--- src/rtl/pooler_stream_if.sv ---
// rtl/pooler_stream_if.sv - sample-in / pooled-out stream bundle for pooler_stream
interface pooler_stream_if #(
    parameter int DATA_WIDTH = 16
);
    logic [1:0]                   mode;
    logic signed [DATA_WIDTH-1:0] in_data;
    logic                         in_valid;
    logic                         in_ready;
    logic signed [DATA_WIDTH-1:0] out_data;
    logic                         out_valid;
    logic                         out_ready;
    logic                         frame_done;

    modport slave (
        input  mode, in_data, in_valid, out_ready,
        output in_ready, out_data, out_valid, frame_done
    );

    modport master (
        output mode, in_data, in_valid, out_ready,
        input  in_ready, out_data, out_valid, frame_done
    );
endinterface

--- src/rtl/pooler_stream.sv ---
// rtl/pooler_stream.sv - streaming non-overlapping 2D avg/max/min pooling engine
module pooler_stream #(
    parameter int INPUT_SIZE = 8,
    parameter int POOL_SIZE  = 2,
    parameter int DATA_WIDTH = 16,
    parameter int ACC_WIDTH  = DATA_WIDTH + 2 * $clog2(POOL_SIZE)
) (
    input  logic             clk,
    input  logic             master_rst,
    pooler_stream_if.slave   bus
);
    localparam int LOG2P     = $clog2(POOL_SIZE);
    localparam int NWIN      = INPUT_SIZE / POOL_SIZE;
    localparam int VALID_LIM = NWIN * POOL_SIZE;
    localparam int CW        = $clog2(INPUT_SIZE);
    localparam int WIDX      = (NWIN > 1) ? $clog2(NWIN) : 1;
    localparam int SH        = 2 * LOG2P;
    localparam int EXT       = ACC_WIDTH - DATA_WIDTH;
    localparam logic signed [ACC_WIDTH-1:0] ROUND = ACC_WIDTH'(2 ** (SH - 1));

    logic [CW-1:0]                r_row;
    logic [CW-1:0]                r_col;
    logic [1:0]                   r_mode;
    logic signed [ACC_WIDTH-1:0]  r_buf [0:NWIN-1];
    logic signed [DATA_WIDTH-1:0] r_out_data;
    logic                         r_out_valid;
    logic                         r_out_last;

    logic                         w_accept;
    logic                         w_first_pix;
    logic [1:0]                   w_mode_eff;
    logic                         w_in_win;
    logic                         w_win_first;
    logic                         w_win_last;
    logic                         w_frame_last;
    logic [WIDX-1:0]              w_wc;
    logic signed [ACC_WIDTH-1:0]  w_ext;
    logic signed [ACC_WIDTH-1:0]  w_entry;
    logic signed [ACC_WIDTH-1:0]  w_comb;
    logic signed [ACC_WIDTH-1:0]  w_rnd;
    logic signed [ACC_WIDTH-1:0]  w_avg;
    logic signed [DATA_WIDTH-1:0] w_result;

    assign bus.in_ready   = ~r_out_valid | bus.out_ready;
    assign bus.out_data   = r_out_data;
    assign bus.out_valid  = r_out_valid;
    assign bus.frame_done = r_out_valid & bus.out_ready & r_out_last;

    assign w_accept     = bus.in_valid & bus.in_ready;
    assign w_first_pix  = (r_row == '0) && (r_col == '0);
    // The first beat of a frame already uses the mode it is about to latch.
    assign w_mode_eff   = w_first_pix ? bus.mode : r_mode;
    assign w_in_win     = (int'(r_row) < VALID_LIM) && (int'(r_col) < VALID_LIM);
    assign w_win_first  = (r_row[LOG2P-1:0] == '0) && (r_col[LOG2P-1:0] == '0);
    assign w_win_last   = (r_row[LOG2P-1:0] == '1) && (r_col[LOG2P-1:0] == '1);
    assign w_frame_last = (int'(r_row) == VALID_LIM - 1) && (int'(r_col) == VALID_LIM - 1);
    assign w_wc         = WIDX'(r_col >> LOG2P);
    assign w_ext        = {{EXT{bus.in_data[DATA_WIDTH-1]}}, bus.in_data};
    assign w_entry      = r_buf[w_wc];

    always_comb begin
        w_comb = w_ext;
        if (!w_win_first) begin
            case (w_mode_eff)
                2'b00:   w_comb = w_entry + w_ext;
                2'b10:   w_comb = (w_ext < w_entry) ? w_ext : w_entry;
                default: w_comb = (w_ext > w_entry) ? w_ext : w_entry;
            endcase
        end
    end

    // Adding half an LSB before the arithmetic shift rounds half toward +inf.
    assign w_rnd    = w_comb + ROUND;
    assign w_avg    = w_rnd >>> SH;
    assign w_result = (w_mode_eff == 2'b00) ? w_avg[DATA_WIDTH-1:0] : w_comb[DATA_WIDTH-1:0];

    always_ff @(posedge clk or negedge master_rst) begin
        if (!master_rst) begin
            r_row       <= '0;
            r_col       <= '0;
            r_mode      <= 2'b00;
            r_out_data  <= '0;
            r_out_valid <= 1'b0;
            r_out_last  <= 1'b0;
            for (int i = 0; i < NWIN; i++) begin
                r_buf[i] <= '0;
            end
        end else begin
            if (w_accept) begin
                if (r_col == CW'(INPUT_SIZE - 1)) begin
                    r_col <= '0;
                    if (r_row == CW'(INPUT_SIZE - 1)) begin
                        r_row <= '0;
                    end else begin
                        r_row <= r_row + CW'(1);
                    end
                end else begin
                    r_col <= r_col + CW'(1);
                end
                if (w_first_pix) begin
                    r_mode <= bus.mode;
                end
                if (w_in_win) begin
                    r_buf[w_wc] <= w_comb;
                end
            end
            if (w_accept && w_in_win && w_win_last) begin
                r_out_data  <= w_result;
                r_out_valid <= 1'b1;
                r_out_last  <= w_frame_last;
            end else if (bus.out_ready) begin
                r_out_valid <= 1'b0;
            end
        end
    end
endmodule

--- src/flat_wrapper.sv ---
// flat-port wrapper written by rule: the top's interface ports become plain ports
module pooler_stream_flat 
#(
    parameter int INPUT_SIZE = 8,
    parameter int POOL_SIZE  = 2,
    parameter int DATA_WIDTH = 16,
    parameter int ACC_WIDTH  = DATA_WIDTH + 2 * $clog2(POOL_SIZE)
)
  (clk, master_rst, bus_mode, bus_in_data, bus_in_valid, bus_out_ready, bus_in_ready, bus_out_data, bus_out_valid, bus_frame_done);
  pooler_stream_if #(.DATA_WIDTH(DATA_WIDTH)) bus_i ();
  input  logic clk;
  input  logic master_rst;
  input wire logic [$bits(bus_i.mode)-1:0] bus_mode;
  input wire logic [$bits(bus_i.in_data)-1:0] bus_in_data;
  input wire logic [$bits(bus_i.in_valid)-1:0] bus_in_valid;
  input wire logic [$bits(bus_i.out_ready)-1:0] bus_out_ready;
  output wire logic [$bits(bus_i.in_ready)-1:0] bus_in_ready;
  output wire logic [$bits(bus_i.out_data)-1:0] bus_out_data;
  output wire logic [$bits(bus_i.out_valid)-1:0] bus_out_valid;
  output wire logic [$bits(bus_i.frame_done)-1:0] bus_frame_done;
  assign bus_i.mode = bus_mode;
  assign bus_i.in_data = bus_in_data;
  assign bus_i.in_valid = bus_in_valid;
  assign bus_i.out_ready = bus_out_ready;
  assign bus_in_ready = bus_i.in_ready;
  assign bus_out_data = bus_i.out_data;
  assign bus_out_valid = bus_i.out_valid;
  assign bus_frame_done = bus_i.frame_done;
  pooler_stream #(.INPUT_SIZE(INPUT_SIZE), .POOL_SIZE(POOL_SIZE), .DATA_WIDTH(DATA_WIDTH), .ACC_WIDTH(ACC_WIDTH)) u_core (.clk(clk), .master_rst(master_rst), .bus(bus_i));
endmodule
--- config.mk ---
export PLATFORM = sky130hd
export DESIGN_NAME = pooler_stream_flat
export DESIGN_NICKNAME = d
export VERILOG_FILES = /design/src/rtl/pooler_stream_if.sv /design/src/rtl/pooler_stream.sv /design/src/flat_wrapper.sv
export SDC_FILE = /design/constraint.sdc
export NUM_CORES = 1
export LEC_CHECK = 0
export ABC_AREA = 1
export BUFFER_PORTS_ARGS = -buffer_cell sky130_fd_sc_hd__clkbuf_2
export CAP_MARGIN = 20
export CELL_PAD_IN_SITES_DETAIL_PLACEMENT = 1
export CELL_PAD_IN_SITES_GLOBAL_PLACEMENT = 1
export CORE_ASPECT_RATIO = 1.5
export CORE_UTILIZATION = 43
export DETAILED_ROUTE_END_ITERATION = 12
export HOLD_SLACK_MARGIN = 0.02
export PLACE_DENSITY_LB_ADDON = 0.2
export SYNTH_ARGS = -nofsm -noshare
export SYNTH_HDL_FRONTEND = slang
export SYNTH_SLANG_ARGS = --single-unit
--- constraint.sdc ---
create_clock -name clk -period 5.4 [get_ports clk]
set_clock_uncertainty 0.15 [all_clocks]
set_input_delay 0.54 -clock clk [delete_from_list [all_inputs] [get_ports clk]]
set_output_delay 0.54 -clock clk [all_outputs]
set_load 0.03 [all_outputs]
==> results by group, run 1 <==
Clocking
  – CTS tree: done
  – Clock tree buffer depth: 2
  – Resized cells post-CTS: 0
  – Post-CTS Setup Bufs: 0
  – Total CTS buffers: 9
  – Clk Latency, worst-skew pair: 0.35 ns
  – # hold bufs at CTS: 0
  – CTS Sinks: 98
  – Clock slew at reported path FFs: 0.08 ns
  – H-tree levels: 3
  – Clock root cell: clkbuf_16

Synth
  – Cells after Synth: 1048
  – Synth Register Bits: 98
  – Register area share after synthesis: 33.6%
  – Syn_nets: 1114
  – Top-count cell post-synth: nand2_1
  – Area fraction of the dominant cell type after synthesis: 33.6%
  – Largest area contributor in the netlist: dfrtp_1
  – Fraction of registers with async set/reset: 100%
  – Commonest cells post-synth: 293 x nand2_1, 130 x inv_1, 104 x o21ai_0
  – Synthesized area: 7310 um^2
  – Top_reg_cell synth: dfrtp_1
  – Area contributors post-synth: dfrtp_1 34%, nand2_1 15%, ha_1 7.4%, o21ai_0 7.1%, inv_1 6.7%
  – Synth cell types: 50
  – Ys Warns: 0
  – Avg Cell Area, Syn: 6.97 um^2
  – Number of flops mapped to enable cells by yosys: 0

Cells and area
  – Multi-input logic area: 4160 um^2
  – Fillers: 2249
  – Final nets: 1147
  – Synth-to-layout area growth: 9.68%
  – Layout cells sized above 1: 12.2%
  – Final Cell Area: 8010 um^2
  – FF/Latch Area: 2450 um^2
  – Ant. Diodes: 0

Place
  – DP HPWL: 18300 um
  – Setup Slack @ Placement: 0.403 ns
  – Number of buffers added on ports: 40
  – Placement Cell Area: 7720 um^2
  – Gpl congestion: 0.923

Die
  – Die Ht: 162 um
  – Rows: 58
  – Initial Util: 43.8%
  – I/O pins: 41
  – Die area: 17500 um^2
  – Core Area: 16700 um^2
  – Die X: 108 um

Worst setup path
  – Reg2reg start: u_core.r_col[2]$_DFFE_PN0P_
  – CP max FO: 17
  – Worst Setup SP: u_core.r_col[2]$_DFFE_PN0P_
  – Worst path required time: 5.48 ns
  – Crit end category: flip-flop
  – Crit Path Class: reg2reg
  – FF-to-FF setup slack: 0.36 ns
  – Critical Path Start Type: flip-flop
  – R2r worst-path depth: 27
  – Worst r2r dst: u_core.bus.out_data[7]$_DFFE_PN0P_
  – WP data arrival: 5.12 ns

Run status
  – Run status: finished, final reports clean

STA
  – Peak Freq: 198 MHz
  – RSZ-0062 raised after global routing: no
  – Final setup viols: 0
  – Hold Fails Final Rpt: 0
  – Slew headroom: 38.8%
  – Worst setup margin: 0.360 ns
  – Final period utilization: 93.3%
  – Worst-Margin Slew: 0.917 ns
  – Setup TNS: 0 ns
  – Fin crit period: 5.04 ns
  – Final Max Tran Viols: 0

Job
  – # Max-Cap Violations: 0

GRT
  – Antenna violations before repair: 0
  – GR Overflow Total: 0
  – GRT Overall Usage: 27.9%
  – Vias in the first global route: 7340
  – Largest net degree at the start of global routing: 52
  – First-pass GRT wire length: 37400 um

Route
  – Post-DR wirelength/cell: 18.1 um
  – Via Count: 7119
  – First-pass iteration count of the detailed router: 4
  – DRC Markers: 0
  – Routed Wire Length: 23500 um
  – Detailed-route vias per instance: 5.49
  – Starting DRT DRC Count: 297
  – Antenna-violating nets left: 0

Min path
  – Tightest Hold Check Type: in2async
## metal layers
metal	vias up	GRT usage (%)	wire length, um
met3	45	1.61	394
met4	0	12.0	907
li1	3466	-	-
met5	-	0	0
met1	3495	32.6	9980
met2	113	51.5	12200
## kinds of logic after synthesis
family | synth area share [%]
fa+ha+maj | 7.64
buf+inv | 9.51
compound gates | 17.9
xor+xnor | 0.839
simple gates | 30.3
mux | 0.154
flops | 33.6
## through the flow
step	hold slack, ns	utilization [%]	cells
after detailed placement	0.321	46.3	1280
after global placement	0.313	46.3	1280
final	0.0446	48.0	1296
after floorplan	0.0944	-	1048
after CTS	0.0723	48.0	1296
after global routing	0.103	48.0	1296
## area by class of cell
class                      instances  share of cell area [%]
clock buffer                       9                    2.81
clock inverter                     7                   0.750
inverter                         136                    6.37
multi-input combinational        778                    52.0
sequential                        98                    30.6
tap                              210                    3.28
timing repair buffer              58                    4.22
## cell usage in the layout, fill, tap and decap left out, types with 3 or more instances in the layout
cell type	instances
a21o_1	3
a21oi_1	49
a21oi_2	3
a221oi_1	5
a22oi_1	20
buf_4	19
clkbuf_16	9
clkbuf_2	39
clkinv_4	3
dfrtp_1	98
ha_1	43
inv_1	130
inv_2	5
nand2_1	293
nand2_2	15
nand3_1	76
nand3_2	5
nand4_1	8
nor2_1	78
nor2_2	7
nor2_4	6
nor3_1	8
o211ai_1	3
o21ai_0	104
o21ai_1	9
o21bai_1	5
or2_2	3
xor2_1	5
## worst max path at each step
stage	end	slack [ns]	cells past startpoint
2_1_floorplan	u_core.bus.out_data[7]$_DFFE_PN0P_	1.35	27
3_3_place_gp	u_core.bus.out_data[7]$_DFFE_PN0P_	0.55	26
3_5_place_dp	u_core.bus.out_data[7]$_DFFE_PN0P_	0.40	25
4_1_cts	u_core.bus.out_data[7]$_DFFE_PN0P_	0.41	25
5_1_grt	u_core.bus.out_data[15]$_DFFE_PN0P_	0.008	28
6_report	u_core.bus.out_data[7]$_DFFE_PN0P_	0.36	27
## flip-flops by register name, summed over array words and instances, names as in the netlist
signal	cells
u_core.r_buf	72
u_core.bus.out_data	16
u_core.r_col	3
u_core.r_row	3
u_core.r_mode	2
u_core.bus.out_valid	1
u_core.r_out_last	1
## critical path: stages, from the launching register on
cell      delay, ns
dfrtp_1        0.48
nor2_1         0.07
buf_4          0.21
a22o_1         0.25
a221oi_1       0.64
ha_1           0.44
nand2_1        0.12
inv_1          0.04
nand2_1        0.06
nand2_1        0.08
nand2_1        0.07
nand2_1        0.06
nand2_1        0.12
nand3_2        0.13
nand2_1        0.15
nand2_4        0.17
nand2_1        0.10
nand3_1        0.09
nand2_1        0.11
inv_2          0.05
a21oi_4        0.19
ha_1           0.24
nand3_1        0.13
nor2_1         0.19
nand3_2        0.18
xor2_1         0.20
o21ai_1        0.14
nand2_1        0.06
Power of run 1 is left out: the tool's default activity adds up to more than one toggle a clock period on the data nets, which glitch-free logic cannot reach.
==> run 2, diff against run 1 <==
--- a/config.mk
+++ b/config.mk
@@ -11,7 +11,7 @@
 export CELL_PAD_IN_SITES_DETAIL_PLACEMENT = 1
 export CELL_PAD_IN_SITES_GLOBAL_PLACEMENT = 1
 export CORE_ASPECT_RATIO = 1.5
-export CORE_UTILIZATION = 43
+export CORE_UTILIZATION = 41
 export DETAILED_ROUTE_END_ITERATION = 12
 export HOLD_SLACK_MARGIN = 0.02
 export PLACE_DENSITY_LB_ADDON = 0.2
==> constraint.sdc (replaced) <==
create_clock -name clk -period 4.5 [get_ports clk]
set_clock_uncertainty 0.15 [all_clocks]
set_input_delay 0.45 -clock clk [delete_from_list [all_inputs] [get_ports clk]]
set_output_delay 0.45 -clock clk [all_outputs]
set_load 0.03 [all_outputs]
==> results by group, run 2 (synthesis gave the netlist of run 1 again) <==
Min path
  – Tightest Hold Check Type: in2async

Worst setup path
  – Most used cell, CP: nand2_1
  – Worst path depth: 28 (+3.7%)
  – R2r worst-path depth: 28 (+3.7%)
  – Worst path buffer plus inverter count: 5 (+2)
  – CP top delay family: simple AND/OR/NAND/NOR gates
  – Crit Path Class: reg2reg
  – FF-to-FF setup slack: 0.15 ns (-0.21 ns)
  – CP max FO: 8 (-9)
  – Worst r2r dst: u_core.bus.out_data[6]$_DFFE_PN0P_
  – Critical Path Start Type: flip-flop
  – CP max-delay cell: dfrtp_2
  – Reg2reg start: u_core.r_col[2]$_DFFE_PN0P_
  – Crit end category: flip-flop
  – Slowest stage delay, CP: 0.48 ns (-0.16 ns)
  – WP data arrival: 4.43 ns (-0.69 ns)
  – Worst path required time: 4.59 ns (-0.89 ns)

Run status
  – Run status: finished, violations left
  – Failing checks: design-rule violations

Cells and area
  – Most frequent cells in the layout: 290 x nand2_1, 126 x inv_1, 104 x o21ai_0
  – Ant. Diodes: 0 (unchanged)
  – Layout cells sized above 1: 19.4% (+7.2 points)
  – Most common cell after layout, fill and taps aside: nand2_1
  – Fillers: 2279 (+1.3%)
  – Synth-to-layout area growth: 18.6%
  – Multi-input logic area: 4360 um^2 (+4.8%)
  – Final nets: 1205 (+5.1%)
  – Largest register FFs: 72 (unchanged)
  – Largest Register: u_core.r_buf
  – FF/Latch Area: 2450 um^2 (+0.10%)

STA
  – Slew headroom: 35.4% (-3.4 points)
  – Final Max Tran Viols: 0 (unchanged)
  – Final period utilization: 96.6% (+3.2 points)
  – Hold WS: 0.0652 ns (+0.0206 ns)
  – Worst setup margin: 0.154 ns (-0.206 ns)
  – Fin crit period: 4.35 ns (-0.694 ns)
  – Peak Freq: 230 MHz (+16%)
  – Worst-Margin Slew: 0.968 ns (+0.0512 ns)
  – Hold Fails Final Rpt: 0 (unchanged)
  – Setup TNS: 0 ns (unchanged)
  – Final setup viols: 0 (unchanged)

GRT
  – Largest net degree at the start of global routing: 69 (+33%)
  – Vias in the first global route: 7451 (+1.5%)
  – First-pass GRT wire length: 39600 um (+5.9%)
  – GRT Overall Usage: 27.9% (about the same)
  – Antenna violations before repair: 0 (unchanged)
  – GR Overflow Total: 0 (unchanged)

Route
  – DRC Markers: 2 (+2)
  – Via Count: 7403 (+4.0%)
  – Post-DR wirelength/cell: 18.5 um (+1.9%)
  – Detailed-route vias per instance: 5.46 (-0.61%)
  – Antenna-violating nets left: 0 (unchanged)
  – Starting DRT DRC Count: 410 (+38%)
  – Routed Wire Length: 25000 um (+6.6%)
  – First-pass iteration count of the detailed router: 9 (+5)

Clocking
  – Total CTS buffers: 9 (unchanged)
  – CTS Sinks: 98 (unchanged)
  – # hold bufs at CTS: 0 (unchanged)
  – Clock root cell: clkbuf_16
  – CTS tree: done
  – Clk Latency, worst-skew pair: 0.35 ns (about the same)
  – H-tree levels: 3 (unchanged)
  – Clock tree buffer depth: 2 (unchanged)
  – Clock slew at reported path FFs: 0.07 ns (about the same)

Die
  – Initial Util: 41.9% (-1.8 points)
  – Rows: 59 (+1.7%)
  – Die X: 111 um (+2.4%)
  – Die Ht: 165 um (+2.4%)
  – I/O pins: 41 (unchanged)
  – Die area: 18400 um^2 (+4.8%)
  – Core Area: 17400 um^2 (+4.4%)

Job
  – # Max-Cap Violations: 0 (unchanged)

Place
  – Gpl congestion: 0.914 (-0.96%)
  – Setup Slack @ Placement: 0.000783 ns (-0.402 ns)
  – DP HPWL: 19200 um (+5.0%)
  – Number of buffers added on ports: 40 (unchanged)
-- run 2: worst max-delay path by stage --
stage / from / endpoint / slack, ns
3_5_place_dp: u_core.r_col[2]$_DFFE_PN0P_ / u_core.bus.out_data[7]$_DFFE_PN0P_ / 0.0008
2_1_floorplan: u_core.r_col[2]$_DFFE_PN0P_ / u_core.bus.out_data[7]$_DFFE_PN0P_ / 0.45
3_3_place_gp: u_core.r_col[1]$_DFFE_PN0P_ / u_core.bus.out_data[7]$_DFFE_PN0P_ / 0.20
4_1_cts: u_core.r_col[2]$_DFFE_PN0P_ / u_core.bus.out_data[9]$_DFFE_PN0P_ / 0.007
5_1_grt: u_core.r_col[2]$_DFFE_PN0P_ / u_core.bus.out_data[15]$_DFFE_PN0P_ / -0.12
6_report: u_core.r_col[2]$_DFFE_PN0P_ / u_core.bus.out_data[6]$_DFFE_PN0P_ / 0.15
-- run 2: metrics by stage --
step                utilization (%)  cell area, um^2  cells
finish                         49.7             8670   1356
global placement               46.2             8040   1325
detailed placement             46.2             8040   1325
global route                   49.7             8670   1356
floorplan                         -             7310   1048
CTS                            47.9             8340   1340
-- run 2: what timing repair did --
action | in CTS | in global routing
cloned | 0 | 1
setup endpoints to repair | 4 | 13
setup buffers | 0 | 15
pin swaps | 0 | 7
gates resized for setup | 3 | 46
-- run 2: routing by layer --
layer,up-vias,GRT usage (%),wire (um)
met5,-,0,0
met1,3632,33.5,10500
li1,3581,-,-
met2,131,50.8,12700
met3,59,2.30,748
met4,0,12.8,1080
-- run 2: area by class of cell --
cell class | instances | area share (%)
multi-input cells | 778 | 50.4
flip-flops and latches | 98 | 28.3
repair buffers | 115 | 8.96
inverters | 136 | 5.93
well taps | 213 | 3.07
clock buffers | 10 | 2.64
clock inverters | 5 | 0.650
repair inverters | 1 | 0.0577
Power of run 2 is left out for the same reason.
